===== src/rtl/sbox_byte_seq.sv =====
// Byte-serial SubBytes/InvSubBytes sequencer driving one shared S-box unit.
// Define SBOX_SEQ_PIPE_EN when the shared S-box has one output register stage.
module sbox_byte_seq #(
    parameter int N_BYTES = 16,
    parameter int CNT_W   = 4
) (
    input  logic                 clk,
    input  logic                 rst_n,
    input  logic                 flush,
    input  logic                 in_valid,
    output logic                 in_ready,
    input  logic                 in_inv,
    input  logic [8*N_BYTES-1:0] in_data,
    output logic                 out_valid,
    input  logic                 out_ready,
    output logic [8*N_BYTES-1:0] out_data,
    output logic                 sbox_en,
    output logic                 sbox_inv,
    output logic [7:0]           sbox_in,
    input  logic [7:0]           sbox_out,
    output logic                 busy
);

    typedef enum logic [1:0] {
        S_IDLE = 2'd0,
        S_RUN  = 2'd1,
        S_DONE = 2'd2
    } state_t;

    localparam logic [CNT_W-1:0] LAST = CNT_W'(N_BYTES - 1);

    state_t                      r_state;
    state_t                      w_state_nxt;
    logic                        r_live;
    logic                        r_mode;
    logic [CNT_W-1:0]            r_cnt;
    logic [N_BYTES-1:0][7:0]     r_data;
    logic [N_BYTES-1:0][7:0]     r_result;

    logic                        w_accept;
    logic                        w_last;
    logic                        w_issue;
    logic                        w_run_end;

    assign w_accept = (r_state == S_IDLE) && r_live && in_valid && !flush;
    assign w_last   = (r_cnt == LAST);

`ifdef SBOX_SEQ_PIPE_EN
    // Extra RUN cycle drains the byte still inside the S-box register.
    logic                        r_drain;
    logic                        r_vld_p1;
    logic [CNT_W-1:0]            r_idx_p1;

    assign w_issue   = (r_state == S_RUN) && !r_drain;
    assign w_run_end = (r_state == S_RUN) && r_drain;
`else
    assign w_issue   = (r_state == S_RUN);
    assign w_run_end = (r_state == S_RUN) && w_last;
`endif

    always_ff @(posedge clk or negedge rst_n) begin
        if (!rst_n) begin
            r_state <= S_IDLE;
        end else begin
            r_state <= w_state_nxt;
        end
    end

    always_comb begin
        w_state_nxt = r_state;
        case (r_state)
            S_IDLE:  if (w_accept) w_state_nxt = S_RUN;
            S_RUN:   if (w_run_end) w_state_nxt = S_DONE;
            S_DONE:  if (out_ready) w_state_nxt = S_IDLE;
            default: w_state_nxt = S_IDLE;
        endcase
        if (flush) begin
            w_state_nxt = S_IDLE;
        end
    end

    always_comb begin
        in_ready  = (r_state == S_IDLE) && r_live;
        out_valid = (r_state == S_DONE);
        busy      = (r_state == S_RUN) || (r_state == S_DONE);
        sbox_en   = w_issue;
        sbox_inv  = w_issue ? r_mode : 1'b0;
        sbox_in   = w_issue ? r_data[r_cnt] : 8'h00;
        out_data  = r_result;
    end

    // in_ready is held low until the first edge after reset release.
    always_ff @(posedge clk or negedge rst_n) begin
        if (!rst_n) begin
            r_live <= 1'b0;
            r_mode <= 1'b0;
            r_cnt  <= '0;
`ifdef SBOX_SEQ_PIPE_EN
            r_drain  <= 1'b0;
            r_vld_p1 <= 1'b0;
            r_idx_p1 <= '0;
`endif
        end else begin
            r_live <= 1'b1;
            if (flush) begin
                r_cnt <= '0;
`ifdef SBOX_SEQ_PIPE_EN
                r_drain  <= 1'b0;
                r_vld_p1 <= 1'b0;
`endif
            end else begin
                if (w_accept) begin
                    r_cnt  <= '0;
                    r_mode <= in_inv;
                end else if (r_state == S_RUN) begin
`ifdef SBOX_SEQ_PIPE_EN
                    if (r_drain) begin
                        r_drain <= 1'b0;
                    end else if (w_last) begin
                        r_drain <= 1'b1;
                    end else begin
                        r_cnt <= r_cnt + 1'b1;
                    end
`else
                    if (!w_last) begin
                        r_cnt <= r_cnt + 1'b1;
                    end
`endif
                end
`ifdef SBOX_SEQ_PIPE_EN
                r_vld_p1 <= w_issue;
                r_idx_p1 <= r_cnt;
`endif
            end
        end
    end

    always_ff @(posedge clk or negedge rst_n) begin
        if (!rst_n) begin
            r_data   <= '0;
            r_result <= '0;
        end else begin
            if (w_accept) begin
                r_data <= in_data;
            end
`ifdef SBOX_SEQ_PIPE_EN
            if ((r_state == S_RUN) && r_vld_p1 && !flush) begin
                r_result[r_idx_p1] <= sbox_out;
            end
`else
            if ((r_state == S_RUN) && !flush) begin
                r_result[r_cnt] <= sbox_out;
            end
`endif
        end
    end

endmodule


===== config.mk =====
export PLATFORM = sky130hd
export DESIGN_NAME = sbox_byte_seq
export DESIGN_NICKNAME = d
export VERILOG_FILES = /design/src/rtl/sbox_byte_seq.sv
export SDC_FILE = /design/constraint.sdc
export NUM_CORES = 1
export LEC_CHECK = 0
export ABC_AREA = 0
export BUFFER_PORTS_ARGS = -buffer_cell sky130_fd_sc_hd__buf_2
export CAP_MARGIN = 5
export CELL_PAD_IN_SITES_DETAIL_PLACEMENT = 0
export CELL_PAD_IN_SITES_GLOBAL_PLACEMENT = 2
export CORE_ASPECT_RATIO = 0.7
export CORE_MARGIN = 3
export CORE_UTILIZATION = 38
export DETAILED_ROUTE_END_ITERATION = 10
export PLACE_DENSITY = 0.79
export SYNTH_ARGS = -nofsm -noshare
export SYNTH_HDL_FRONTEND = slang
export SYNTH_SLANG_ARGS = --single-unit

===== constraint.sdc =====
create_clock -name clk -period 3 [get_ports clk]
set_clock_uncertainty 0.1 [all_clocks]
set_input_delay 0.15 -clock clk [delete_from_list [all_inputs] [get_ports clk]]
set_output_delay 0.15 -clock clk [all_outputs]
set_load 0.05 [all_outputs]

==> metrics.csv <==
stage,metric,value,unit
final_layout,P&R area growth vs syn,35.9,%
power_and_ir_drop,worst vdd ir,0.000415,V
power_and_ir_drop,P_leak,8.02,nW
floorplan,die span in x,215,um
global_route,vias in the first global route,8259,
clock_network,post-CTS setup buffer count,0,
clock_network,H-tree depth,1,
route,via/cell ratio,4.86,
final_layout,Fillers,2483,
min_path,min-delay worst type,in -> reg,
outcome,outcome,completed,
sta,RSZ-0062 raised after global routing,no,
sta,clock period minus worst slack,2.89,ns
synthesis,ys flop type,dfrtp_1,
placement,routability cong.,0.782,
clock_network,CTS tree,yes,
route,Initial DRC Count,379,
floorplan,Core ar.,29500,sq um
clock_network,Max Root-Sink Buffers,3,
synthesis,Mapped Area,11600,sq um
setup_path,crit end category,output port,
global_route,GR Util met2,0.311,
setup_path,Worst R2R Setup Slack,0.29,ns
setup_path,Startpoint Class,flop,
clock_network,CTS root buf,clkbuf_16,
setup_path,path depth of the worst reg2reg path,6,
setup_path,crit-path max FO,10,
global_route,M1 GR Usage,0.283,
power_and_ir_drop,total power,9.82,mW
sta,Max transition margin,0.596,
synthesis,Syn Nets,850,
synthesis,synth warn,0,
synthesis,Mapped Cells,701,
placement,Detailed Place HPWL,21900,um
min_path,hold path start,sbox_out[4],
clock_network,Worst-path clk slew,0.06,ns
final_layout,layout cells sized above 1,0.562,
final_layout,nets,1274,
sta,post-route setup TNS,0,ns
global_route,M3 GR Usage,0.0493,
setup_path,critical path type,reg -> out,
sta,Final Cycle Share,0.962,
sta,max-slew violations,0,
synthesis,number of synthesized flops with an enable pin,0,
sta,Fin. Hold Viols,0,
sta,Tightest Pin Transition,0.606,ns
power_and_ir_drop,Power Density,623,nW/um^2
route,WL final,32400,um
job,max_cap viols,0,
global_route,gr ovfl total,0,
synthesis,mean post-synth cell area,16.5,sq um
floorplan,Initial Util,0.393,
clock_network,CTS Buf Count,28,
global_route,layer with the highest usage,met2,
route,First-pass DRT Iterations,4,
synthesis,Cell variety after synth,40,
floorplan,Vert. Die Dim,152,um
global_route,antenna violations before repair,2,
setup_path,CP Data Required Time,2.75,ns
global_route,largest net degree at the start of global routing,100,
route,Post-DRT Antenna Nets,0,
clock_network,later-pin clock latency in the skew report,0.54,ns
min_path,hold-critical path depth,2,
route,DRC Markers,0,
global_route,first-pass GRT wire length,50900,um
synthesis,fraction of registers with async set/reset,1.00,
sta,fmax,0.346,GHz
synthesis,"Seq/Total Area, Yosys",0.570,
setup_path,reg2reg start,r_cnt[0]$_DFFE_PN0P_,
clock_network,CTS sink cnt,264,
global_route,Total GRT Usage,0.200,
sta,Finish-stage setup viols,0,
floorplan,Die ar.,32700,sq um
route,Avg WL per Cell,20.9,um
synthesis,#FFs+latches synth,264,
setup_path,r2r endpoint,r_state[1]$_DFFE_PN0P_,
floorplan,Core Rows,52,
sta,WHS,0.0700,ns
floorplan,io pins,283,
min_path,worst hold endpoint,out_data[36]$_DFFE_PN0P_,
placement,port bufs,282,
setup_path,WP data arrival,2.64,ns
route,DR vias,7535,
==> critical path, cell delays in order (launching register included) <==
cell and delay (ns):
dfrtp_4 0.57, buf_4 0.25, mux4_2 0.52, mux2i_1 0.34
o21ai_0 0.16, buf_2 0.24
==> worst max path at each step <==
stage	from	endpoint	slack (ns)	depth (start not counted)
after floorplan	r_state[1]$_DFFE_PN0P_	sbox_in[6]	0.27	6
after global placement	r_cnt[1]$_DFFE_PN0P_	sbox_in[7]	0.65	5
after detailed placement	r_cnt[1]$_DFFE_PN0P_	sbox_in[7]	0.63	5
after CTS	r_cnt[1]$_DFFE_PN0P_	sbox_in[7]	0.03	5
after global routing	r_state[1]$_DFFE_PN0P_	sbox_in[5]	0.0001	8
final	r_cnt[1]$_DFFE_PN0P_	sbox_in[0]	0.11	5
==> timing repair <==
action	4_1_cts	5_1_grt
endpoints found under the hold margin	425	0
gates resized for setup	0	5
hold buffers	137	0
endpoints found under the setup margin	0	6
==> cells in the mapped netlist, types with 2 or more instances <==
| cell | number | area (sq um) |
|---|---|---|
| nand2_2 | 3 | 18.8 |
| dfrtp_1 | 264 | 6610 |
| nor2_1 | 5 | 18.8 |
| mux2_1 | 6 | 67.6 |
| nand3_2 | 4 | 40.0 |
| mux2i_1 | 24 | 240 |
| a221oi_1 | 7 | 61.3 |
| ha_1 | 7 | 87.6 |
| inv_1 | 5 | 18.8 |
| mux2_4 | 99 | 1490 |
| buf_2 | 7 | 35.0 |
| nor2_4 | 11 | 124 |
| nand2_1 | 8 | 30.0 |
| buf_1 | 2 | 7.51 |
| o21ai_0 | 16 | 80.1 |
| buf_6 | 14 | 158 |
| clkbuf_1 | 12 | 45.0 |
| buf_4 | 4 | 30.0 |
| a21oi_1 | 2 | 10.0 |
| mux2_2 | 152 | 1710 |
| nand2b_1 | 3 | 18.8 |
| mux4_2 | 24 | 541 |
| xor2_1 | 2 | 17.5 |
| nand3_1 | 4 | 20.0 |
==> metal layers <==
| layer | share of wire | routed length, um |
|---|---|---|
| met4 | 0.024 | 781 |
| met2 | 0.46 | 14800 |
| met5 | 0 | 0 |
| met1 | 0.46 | 14800 |
| met3 | 0.061 | 1980 |
==> state kept, by name, summed over array words and instances (netlist names) <==
signal	cells
r_cnt	4
out_data	128
r_mode	1
r_live	1
r_data	128
r_state	2
==> final cells by class <==
class                   count  area [sq um]  share of cell area
diodes                      2          5.00            0.000318
repair buffers            433          2980               0.189
inverters                   6          22.5             0.00143
multi-input cells         392          4690               0.298
well taps                 405           507              0.0322
flip-flops and latches    264          6610               0.420
clock inverters            11           141             0.00898
clock buffers              37           785              0.0498
==> placed cells by master (no fill, tap or decap), types with 8 or more instances in the layout <==
| cell type | n |
|---|---|
| buf_2 | 281 |
| buf_4 | 8 |
| o21ai_0 | 14 |
| mux2_4 | 99 |
| clkbuf_16 | 28 |
| dlygate4sd3_1 | 136 |
| mux2i_1 | 24 |
| mux2_2 | 152 |
| nor2_4 | 11 |
| mux4_2 | 24 |
| nand2_1 | 8 |
| dfrtp_1 | 262 |
==> power breakdown <==
group          switching [mW]  internal, mW  leakage [nW]
Sequential              0.308          4.09          3.39
Combinational           0.882          1.02          4.17
Clock                    1.43          2.08         0.462
Total                    2.62          7.19          8.02
==> cells by family (layout without fill, tap and decap cells) <==
kind of cell,Yosys count,after routing,share of synthesized area
simple gates,47,47,0.0290
flops,264,264,0.570
fa+ha+maj,7,7,0.00756
compound gates,29,29,0.0160
mux,305,305,0.349
other cells,1,3,0.000324
xor+xnor,3,3,0.00227
buf+inv,45,487,0.0257
==> stage by stage <==
step / cells / util / setup slack (ns) / instance area (sq um)
after floorplan: 701 / - / 0.271 / 11600
after global placement: 1363 / 0.456 / 0.652 / 13400
after detailed placement: 1363 / 0.456 / 0.629 / 13400
after CTS: 1548 / 0.534 / 0.0294 / 15700
after global routing: 1550 / 0.534 / 0.000105 / 15700
final: 1550 / 0.534 / 0.113 / 15700
Power figures use the tool's default switching activity.
